<file path="config.mk">
export PLATFORM = sky130hd
export DESIGN_NAME = mem_access_ctrl_flat
export DESIGN_NICKNAME = d
export VERILOG_FILES = /design/src/rtl/mem_access_ctrl_if.sv /design/src/rtl/mem_access_ctrl.sv /design/src/flat_wrapper.sv
export SDC_FILE = /design/constraint.sdc
export NUM_CORES = 1
export LEC_CHECK = 0
export CAP_MARGIN = 5
export CORE_MARGIN = 2
export CORE_UTILIZATION = 34
export DETAILED_ROUTE_END_ITERATION = 8
export PLACE_DENSITY = 0.76
export SLEW_MARGIN = 20
export SYNTH_ARGS = -nofsm -noshare
export SYNTH_HDL_FRONTEND = slang
export SYNTH_SLANG_ARGS = --single-unit
</file>
<file path="constraint.sdc">
create_clock -name clk -period 2.6 [get_ports clk]
set_clock_uncertainty 0.15 [all_clocks]
set_input_delay 0.65 -clock clk [delete_from_list [all_inputs] [get_ports clk]]
set_output_delay 0.65 -clock clk [all_outputs]
set_load 0.02 [all_outputs]
</file>
<file path="src/rtl/mem_access_ctrl_if.sv">
// mem_access_ctrl_if: CPU load/store port and word-wide dMem port of mem_access_ctrl
interface mem_access_ctrl_if #(parameter int ADDR_W = 32);
    logic              cpu_req;
    logic              cpu_we;
    logic [1:0]        cpu_size;
    logic              cpu_unsigned;
    logic [ADDR_W-1:0] cpu_addr;
    logic [31:0]       cpu_wdata;
    logic [31:0]       cpu_rdata;
    logic              cpu_done;
    logic              cpu_busy;
    logic              cpu_misalign;
    logic              mem_we;
    logic [ADDR_W-1:0] mem_addr;
    logic [31:0]       mem_wdata;
    logic [31:0]       mem_rdata;

    modport slave (
        input  cpu_req, cpu_we, cpu_size, cpu_unsigned, cpu_addr, cpu_wdata, mem_rdata,
        output cpu_rdata, cpu_done, cpu_busy, cpu_misalign, mem_we, mem_addr, mem_wdata
    );

    modport master (
        output cpu_req, cpu_we, cpu_size, cpu_unsigned, cpu_addr, cpu_wdata, mem_rdata,
        input  cpu_rdata, cpu_done, cpu_busy, cpu_misalign, mem_we, mem_addr, mem_wdata
    );
endinterface

</file>
<file path="src/rtl/mem_access_ctrl.sv">
// mem_access_ctrl: word-only dMem load/store unit with sub-word RMW stores; MISALIGN_EXC_EN enables misalignment exceptions
module mem_access_ctrl #(
    parameter int ADDR_W = 32
) (
    input logic             clk,
    input logic             rst_n,
    mem_access_ctrl_if.slave bus
);
    typedef enum logic [2:0] {IDLE, LOAD, STORE, RMW_RD, RMW_WR, EXC} state_t;

    state_t            state, nxt;
    logic              we_q, uns_q, mis, fin;
    logic [1:0]        size_q, lane;
    logic [4:0]        sh;
    logic [ADDR_W-1:0] addr_q;
    logic [31:0]       data_q, rdata_q, word_sh, load_val, lane_mask, merged;
    logic              done_q;

`ifdef MISALIGN_EXC_EN
    assign mis = (bus.cpu_size == 2'b01 && bus.cpu_addr[0]) ||
                 (bus.cpu_size[1] && bus.cpu_addr[1:0] != 2'b00);
`else
    assign mis = 1'b0;
`endif

    assign fin       = state inside {LOAD, STORE, RMW_WR, EXC};
    assign lane      = size_q[1] ? 2'b00 : size_q[0] ? {addr_q[1], 1'b0} : addr_q[1:0];
    assign sh        = {lane, 3'b000};
    assign word_sh   = bus.mem_rdata >> sh;
    assign load_val  = size_q[1] ? word_sh :
                       size_q[0] ? {{16{~uns_q & word_sh[15]}}, word_sh[15:0]} :
                                   {{24{~uns_q & word_sh[7]}}, word_sh[7:0]};
    assign lane_mask = size_q[0] ? 32'h0000FFFF << sh : 32'h000000FF << sh;
    assign merged    = (bus.mem_rdata & ~lane_mask) | ((data_q << sh) & lane_mask);

    assign bus.cpu_busy  = state != IDLE;
    assign bus.cpu_done  = done_q;
    assign bus.cpu_rdata = rdata_q;
    assign bus.mem_we    = state == STORE || state == RMW_WR;
    assign bus.mem_addr  = {addr_q[ADDR_W-1:2], 2'b00};
    assign bus.mem_wdata = data_q;

    // State register; reset abandons any in-flight access immediately
    always_ff @(posedge clk or negedge rst_n) begin
        if (!rst_n) state <= IDLE;
        else        state <= nxt;
    end

    // Next state: accept only in IDLE, sub-word stores take the read-then-write path
    always_comb begin
        nxt = IDLE;
        if (state == IDLE)
            nxt = !bus.cpu_req ? IDLE : mis ? EXC : !bus.cpu_we ? LOAD :
                  bus.cpu_size[1] ? STORE : RMW_RD;
        else if (state == RMW_RD)
            nxt = RMW_WR;
    end

    // Request latch, merge buffer, load result and completion pulse
    always_ff @(posedge clk or negedge rst_n) begin
        if (!rst_n) begin
            we_q    <= 1'b0;
            uns_q   <= 1'b0;
            size_q  <= 2'b00;
            addr_q  <= '0;
            data_q  <= '0;
            rdata_q <= '0;
            done_q  <= 1'b0;
        end else begin
            done_q <= fin;
            if (state == IDLE && bus.cpu_req) begin
                we_q   <= bus.cpu_we;
                uns_q  <= bus.cpu_unsigned;
                size_q <= bus.cpu_size;
                addr_q <= bus.cpu_addr;
                data_q <= bus.cpu_wdata;
            end
            if (state == RMW_RD) data_q <= merged;
            if (state == LOAD) rdata_q <= load_val;
        end
    end

`ifdef MISALIGN_EXC_EN
    logic mis_q;

    // Misalign flag follows each completion: set for an exception, cleared otherwise
    always_ff @(posedge clk or negedge rst_n) begin
        if (!rst_n)   mis_q <= 1'b0;
        else if (fin) mis_q <= state == EXC;
    end

    assign bus.cpu_misalign = mis_q;
`else
    assign bus.cpu_misalign = 1'b0;
`endif

    logic unused_we;
    assign unused_we = we_q;
endmodule

</file>
<file path="src/flat_wrapper.sv">
// flat-port wrapper written by rule: the top's interface ports become plain ports
module mem_access_ctrl_flat 
#(
    parameter int ADDR_W = 32
)
  (clk, rst_n, bus_cpu_req, bus_cpu_we, bus_cpu_size, bus_cpu_unsigned, bus_cpu_addr, bus_cpu_wdata, bus_mem_rdata, bus_cpu_rdata, bus_cpu_done, bus_cpu_busy, bus_cpu_misalign, bus_mem_we, bus_mem_addr, bus_mem_wdata);
  mem_access_ctrl_if #(.ADDR_W(ADDR_W)) bus_i ();
  input logic clk;
  input logic rst_n;
  input wire logic [$bits(bus_i.cpu_req)-1:0] bus_cpu_req;
  input wire logic [$bits(bus_i.cpu_we)-1:0] bus_cpu_we;
  input wire logic [$bits(bus_i.cpu_size)-1:0] bus_cpu_size;
  input wire logic [$bits(bus_i.cpu_unsigned)-1:0] bus_cpu_unsigned;
  input wire logic [$bits(bus_i.cpu_addr)-1:0] bus_cpu_addr;
  input wire logic [$bits(bus_i.cpu_wdata)-1:0] bus_cpu_wdata;
  input wire logic [$bits(bus_i.mem_rdata)-1:0] bus_mem_rdata;
  output wire logic [$bits(bus_i.cpu_rdata)-1:0] bus_cpu_rdata;
  output wire logic [$bits(bus_i.cpu_done)-1:0] bus_cpu_done;
  output wire logic [$bits(bus_i.cpu_busy)-1:0] bus_cpu_busy;
  output wire logic [$bits(bus_i.cpu_misalign)-1:0] bus_cpu_misalign;
  output wire logic [$bits(bus_i.mem_we)-1:0] bus_mem_we;
  output wire logic [$bits(bus_i.mem_addr)-1:0] bus_mem_addr;
  output wire logic [$bits(bus_i.mem_wdata)-1:0] bus_mem_wdata;
  assign bus_i.cpu_req = bus_cpu_req;
  assign bus_i.cpu_we = bus_cpu_we;
  assign bus_i.cpu_size = bus_cpu_size;
  assign bus_i.cpu_unsigned = bus_cpu_unsigned;
  assign bus_i.cpu_addr = bus_cpu_addr;
  assign bus_i.cpu_wdata = bus_cpu_wdata;
  assign bus_i.mem_rdata = bus_mem_rdata;
  assign bus_cpu_rdata = bus_i.cpu_rdata;
  assign bus_cpu_done = bus_i.cpu_done;
  assign bus_cpu_busy = bus_i.cpu_busy;
  assign bus_cpu_misalign = bus_i.cpu_misalign;
  assign bus_mem_we = bus_i.mem_we;
  assign bus_mem_addr = bus_i.mem_addr;
  assign bus_mem_wdata = bus_i.mem_wdata;
  mem_access_ctrl #(.ADDR_W(ADDR_W)) u_core (.clk(clk), .rst_n(rst_n), .bus(bus_i));
endmodule
</file>
==> results of run 1 <==
==> cells in the mapped netlist (2+ instances only) <==
cell type,instances
a211o_1,9
a211oi_1,8
a21o_1,9
a21oi_1,48
a22o_1,8
a22oi_1,5
a31oi_1,24
a32oi_1,3
and2b_1,2
and3_1,9
buf_2,15
buf_4,37
buf_6,2
clkbuf_1,19
dfrtp_1,103
mux2_1,35
mux2_2,6
mux2i_1,8
mux4_2,6
nand2_1,32
nand2b_1,3
nand3_1,14
nand3b_1,2
nor2_1,48
nor2_2,2
nor3b_1,4
o21ai_0,3
o21ai_1,10
o31ai_1,8
or3_1,9
or3b_1,2
==> cell usage in the layout (no fill, tap or decap), types with 5 or more instances in the layout <==
cell and count:
a31oi_1 24, a211o_1 9, mux2_1 35, clkdlybuf4s50_1 198, nor2_1 48, and3_1 9
clkbuf_16 9, nand3_1 14, a22oi_1 5, dfrtp_1 103, mux2i_1 8, mux2_2 6
inv_6 5, a211oi_1 8, or3_1 9, nand2_1 32, a21oi_1 48, mux4_2 6
a22o_1 8, buf_4 14, a21o_1 9, o21ai_1 10, o31ai_1 8
==> worst max-delay path: stages (launching register included) <==
cell and delay [ns]:
dfrtp_1 0.48, xnor2_1 0.17, nor2_1 0.10, clkdlybuf4s50_1 0.62
==> cell type report <==
cell class | instances | area (um^2)
flip-flops and latches | 103 | 2577
clock inverters | 7 | 53.80
inverters | 2 | 7.507
clock buffers | 9 | 225.2
fillers | 1363 | 7677
multi-input cells | 335 | 2286
well taps | 211 | 264.0
repair buffers | 216 | 2167
==> where the power goes <==
| group | internal [mW] | leakage (nW) | total [mW] | switching [mW] |
|---|---|---|---|---|
| logic | 1.27 | 1.74 | 2.59 | 1.33 |
| clock network | 0.665 | 0.141 | 1.32 | 0.657 |
| registers | 2.02 | 1.21 | 2.33 | 0.307 |
| total | 3.95 | 3.10 | 6.24 | 2.29 |
==> routing by layer <==
metal,routed length [um],part of all wire,vias up,global-route usage
li1,-,-,2120,-
met1,6898,0.41,2214,0.2635
met2,7858,0.47,241,0.3115
met3,1498,0.090,32,0.04088
met4,462,0.028,0,0.08568
met5,0,0,-,0
==> repair_timing <==
| item | CTS | global route |
|---|---|---|
| hold endpoints to repair | 0 | 0 |
| resized for setup | 0 | 1 |
| setup endpoints to repair | 0 | 1 |
==> metrics by stage <==
stage          setup slack [ns]  total power, mW  instances  hold WS (ns)    util
4_1_cts               0.0008656            6.299        883       0.02062  0.4965
3_5_place_dp             0.1445            4.972        867        0.3138  0.4782
5_1_grt                0.004219            6.561        883       0.02787  0.4968
2_1_floorplan            0.6979            3.775        514        0.2044       -
6_report                0.08547            6.242        883       0.01747  0.4968
3_3_place_gp             0.1935            4.900        867        0.3115  0.4782
==> logic make-up after synthesis <==
| family | after synthesis |
|---|---|
| simple gates | 135 |
| flops | 103 |
| mux | 56 |
| compound gates | 140 |
| other cells | 1 |
| buf+inv | 76 |
| xor+xnor | 1 |
==> how the worst max path moves through the flow <==
stage,endpoint,cells past startpoint
after floorplan,u_core.bus.mem_wdata[10]$_DFFE_PN0P_,5
after global placement,u_core.bus.mem_wdata[8]$_DFFE_PN0P_,6
after detailed placement,register,5
after CTS,bus_cpu_busy,3
after global routing,bus_mem_we,3
final,bus_mem_we,3
==> out/results.tsv, run 1 <==
metric	value	unit
Hold-fix buffers, CTS	0	
Antenna Nets Post-Route	0	
DRT Wirelength	16720	um
Post-synth EDFFs	0	
DRC	0	
ranking of synthesized cells by area	dfrtp_1, mux2_1, buf_4	
Slew @ Worst Pin	0.5640	ns
vias per cell	5.217	
first-pass GRT wire length	24940	um
Rows	45	
latest clock arrival within the worst-skew pair	0.35	ns
setup slack, reg-to-reg	0.24	ns
Rel. slew slack	0.6217	
largest fanout on the critical path	8	
GRT Total Usage	0.1969	
R2R Path Start	u_core.state[2]$_DFF_PN0_	
core area	15260	um^2
Async SR Flop Fraction	1.000	
Worst setup EP type	primary output	
Leakage	3.098	nW
R2R depth	5	
Clock Path Buffers	2	
I/O Buffers	199	
capturing point of the worst reg2reg path	u_core.bus.mem_wdata[9]$_DFFE_PN0P_	
Die H	129.1	um
Avg Inst Size Synth	10.39	um^2
HPWL Detailed	12550	um
setup tns final	0	ns
vias in the first global route	4443	
GRT overflow	0	
Synth Cell Area	5319	um^2
number of H-tree levels	3	
layout cells sized above 1	0.08036	
number of clock sinks	103	
Post-synth top flop	dfrtp_1	
largest family of logic cells by synthesized area	compound AO/OA/AOI/OAI gates	
Achievable Freq	397.7	MHz
post-synth cell types	50	
antenna violations before repair	0	
via count	4607	
Layout area overhead	42.53	%
Yosys Warn Count	0	
critical path arrival	1.71	ns
WL/cell	18.93	um
Layout Nets	770	
startpoint class of the critical path	register	
Hold Vio Cnt, Final	0	
crit path from	u_core.state[1]$_DFF_PN0_	
Power per Cell Area	823.4	nW/um^2
largest net degree at the start of global routing	71	
Initial DRT Pass Iterations	4	
starting density of the core	0.3486	
Finished Cell Area	7581	um^2
post-synthesis mux area share	0.1322	
post-synthesis compound-gate area fraction	0.1689	
Max Cap Viol	0	
Yosys top cell area share	0.4846	
sequential element share of the synthesized area	0.4846	
Post-Synth Adder-Cell Area	0	
Synth Register Bits	103	
Root Buffer	clkbuf_16	
ant diodes	0	
final setup vio count	0	
Slew Viols, Final	0	
Placement Cell Area	7297	um^2
Synth Area in Simple Gates	0.1228	
CTS tree	built	
Detailed Route Iter0 Violations	399	
Peak VDD IR	0.0003872	V
chip width	129.1	um
status	finished, final reports clean	
total setup buffers inserted after CTS	0	
crit share post-route	0.9671	
Crit Path Category	reg2out	
Worst EP required	1.80	ns
Syn Inst Count	512	
clock buffer count from CTS	9	
RSZ-0062 raised after global routing	false	
fraction of synthesized cell area in xor and xnor cells	0.001647	
Routability Congestion	0.8670	
area leader, netlist	dfrtp_1	
CTS clk-pin slew, worst paths	0.07	ns
Final min period	2.515	ns
worst hold path type	in2async	
Top Ports	203	
die area	16660	um^2
(Power assumes the default switching activity.)
==> run 2, diff against run 1 <==
Settings changed: ABC_AREA from default to 1, CAP_MARGIN 5 to 15, PLACE_DENSITY 0.76 to 0.75.
==> run 2 against run 1 <==
Effect of this change:
- register-to-register slack gained 0.20 ns
- first-iteration DRC count fell by 4.5%
- hold slack improved by 0.044 ns
- non-clock buffer count down 4
- critical path depth did not move
- setup slack better by 0.057 ns
- utilization is 0.67 points lower
- sequential power fell by 2%
- largest power group unchanged
- highest routed layer unchanged
==> out/results.tsv, run 2 <==
metric	value	unit	change
worst hold path type	in2async		
Post-synth EDFFs	0		unchanged
DRC	0		unchanged
Detailed Route Iter0 Violations	381		-4.5%
delay-heaviest family, CP	buffers and inverters		
post-synth cell types	26		-48%
DP Cell Count	1026		+18%
vias in the first global route	5035		+13%
setup slack, reg-to-reg	0.44	ns	+0.20 ns
CTS clk-pin slew, worst paths	0.08	ns	about the same
Post-Synth Adder-Cell Area	0		unchanged
crit path from	u_core.state[2]$_DFF_PN0_		
Layout Nets	924		+20%
startpoint class of the critical path	register		
Final Non-Filler Cells	1042		+18%
Hold Vio Cnt, Final	0		unchanged
CP max stage cell	clkdlybuf4s50_1		
R2R Path Start	u_core.size_q[0]$_DFFE_PN0P_		
Avg Inst Size Synth	8.311	um^2	-20%
GRT Total Usage	0.2058		+0.008871
Layout area overhead	40.89	%	
I/O Buffers	199		unchanged
Crit Path Category	reg2out		
most common cell after layout, fill and taps aside	clkdlybuf4s50_1		
Power per Cell Area	838.4	nW/um^2	+1.8%
first-pass GRT wire length	27780	um	+11%
largest net degree at the start of global routing	49		-31%
Fill cells	1530		+12%
RSZ-0062 raised after global routing	false		
core area	15890	um^2	+4.1%
Worst EP required	1.80	ns	about the same
CTS tree	built		
Rel. slew slack	0.6337		+0.01202
post-synthesis compound-gate area fraction	0.1386		-0.03035
ranking of synthesized cells by area	dfrtp_1, nand2_1, mux2_2		
Yosys Warn Count	0		unchanged
Synth Cell Area	5527	um^2	+3.9%
Post-synth top flop	dfrtp_1		
die area	17290	um^2	+3.8%
post-synthesis mux area share	0.06520		-0.06700
count leader, synth	nand2_1		
Hold WS	0.06118	ns	+0.04371 ns
status	finished, final reports clean		
Peak VDD IR	0.0004254	V	+9.9%
end point of the critical path	bus_cpu_busy		
Rows	46		+2.2%
Buf+Inv Stages, Crit Path	1		unchanged
latest clock arrival within the worst-skew pair	0.36	ns	about the same
R2R depth	7		+2
Power Total	6.528	mW	+4.6%
Async SR Flop Fraction	1.000		unchanged
antenna violations before repair	0		unchanged
Top Ports	203		unchanged
WL/cell	17.04	um	-10%
Levels on crit path	3		unchanged
Initial DRT Pass Iterations	5		+1
critical path arrival	1.66	ns	-0.05 ns
GRT overflow	0		unchanged
DRT Wirelength	17760	um	+6.2%
setup tns final	0	ns	unchanged
starting density of the core	0.3479		-0.0006806
Antenna Nets Post-Route	0		unchanged
vias per cell	4.977		-4.6%
chip width	131.5	um	+1.9%
most common library cells after synthesis	nand2_1, dfrtp_1, o21ai_0		
Slew Viols, Final	0		unchanged
Max Cap Viol	0		unchanged
Syn Inst Count	665		+30%
HPWL Detailed	13460	um	+7.3%
Worst setup EP type	primary output		
layout cells sized above 1	0.1174		+0.03708
Synth Area in Simple Gates	0.2115		+0.08866
clock buffer count from CTS	9		unchanged
Clock Path Buffers	2		unchanged
largest fanout on the critical path	4		-4
ant diodes	0		unchanged
Yosys top cell area share	0.4664		-0.01821
area leader, netlist	dfrtp_1		
number of H-tree levels	3		unchanged
largest family of logic cells by synthesized area	simple AND/OR/NAND/NOR gates		
fraction of synthesized cell area in xor and xnor cells	0		-0.001647
max incr delay on CP	0.56	ns	-0.06 ns
final setup vio count	0		unchanged
via count	5186		+13%
sequential element share of the synthesized area	0.4664		-0.01821
number of clock sinks	103		unchanged
crit path cell chain	nor2_1, nand2_1, clkdlybuf4s50_1		
Synth Register Bits	103		unchanged
Slew @ Worst Pin	0.5489	ns	-0.01515 ns
Hold-fix buffers, CTS	0		unchanged
Final min period	2.457	ns	-0.05710 ns
Die H	131.5	um	+1.9%
Achievable Freq	406.9	MHz	+2.3%
Routability Congestion	0.9314		+7.4%
most frequent cells in the layout	clkdlybuf4s50_1, nand2_1, dfrtp_1		
crit share post-route	0.9452		-0.02196
Root Buffer	clkbuf_16		
Leakage	3.427	nW	+11%
run 2: cell count changes after synthesis, moves of 9 or more:
cell,change
a211o_1,-9
a21o_1,-9
a31oi_1,-23
and3_1,-9
inv_1,+48
mux2_1,-35
mux2_2,+26
nand2_1,+116
nand3_1,+46
nor2_1,-18
o211ai_1,+15
o21ai_0,+60
or2_2,+16
or3_1,-9
run 2: layout make-up:
type,instances,area [um^2],share of cell area
repair buffers,212,2098,0.2695
clock inverters,4,52.55,0.006749
multi-input cells,439,2311,0.2968
inverters,56,210.2,0.02700
well taps,216,270.3,0.03471
clock buffers,12,266.5,0.03423
flip-flops and latches,103,2577,0.3310
run 2: stage by stage:
step,setup WS [ns],util,area [um^2]
after floorplan,0.7964,-,5534
after global placement,0.3223,0.4701,7468
after detailed placement,0.2573,0.4701,7468
after CTS,0.1258,0.4902,7786
after global routing,0.07880,0.4902,7786
final,0.1426,0.4902,7786
run 2: how the worst min path moves through the flow:
stage,startpoint,to,slack [ns]
floorplan,rst_n,async pin,0.20
global route,rst_n,u_core.addr_q[12]$_DFFE_PN0P_,0.08
global placement,u_core.bus.cpu_rdata[11]$_DFFE_PN0P_,u_core.bus.cpu_rdata[11]$_DFFE_PN0P_,0.32
CTS,rst_n,u_core.bus.mem_wdata[9]$_DFFE_PN0P_,0.07
detailed placement,u_core.bus.cpu_rdata[15]$_DFFE_PN0P_,u_core.bus.cpu_rdata[15]$_DFFE_PN0P_,0.32
finish,rst_n,u_core.bus.mem_wdata[9]$_DFFE_PN0P_,0.06
run 2: cells by family after synthesis:
logic type	count (synthesis)
and+or+nand+nor	264
muxes	32
buffers and inverters	125
AOI/OAI and AO/OA	140
DFF	103
other	1
run 2: power breakdown:
| group | switching (mW) | internal (mW) |
|---|---|---|
| registers | 0.258 | 2.03 |
| logic | 1.53 | 1.27 |
| clock network | 0.623 | 0.826 |
run 2: timing repair:
item,4_1_cts,5_1_grt
setup endpoints to repair,1,0
gates resized for setup,1,0
buffers inserted,0,0
run 2: routing by layer:
layer / wire length, um / vias up / global-route usage
li1: - / 2450 / -
met1: 7667 / 2437 / 0.2702
met2: 8215 / 270 / 0.3307
met3: 1521 / 29 / 0.05594
met4: 353 / 0 / 0.06461
met5: 0 / - / 0
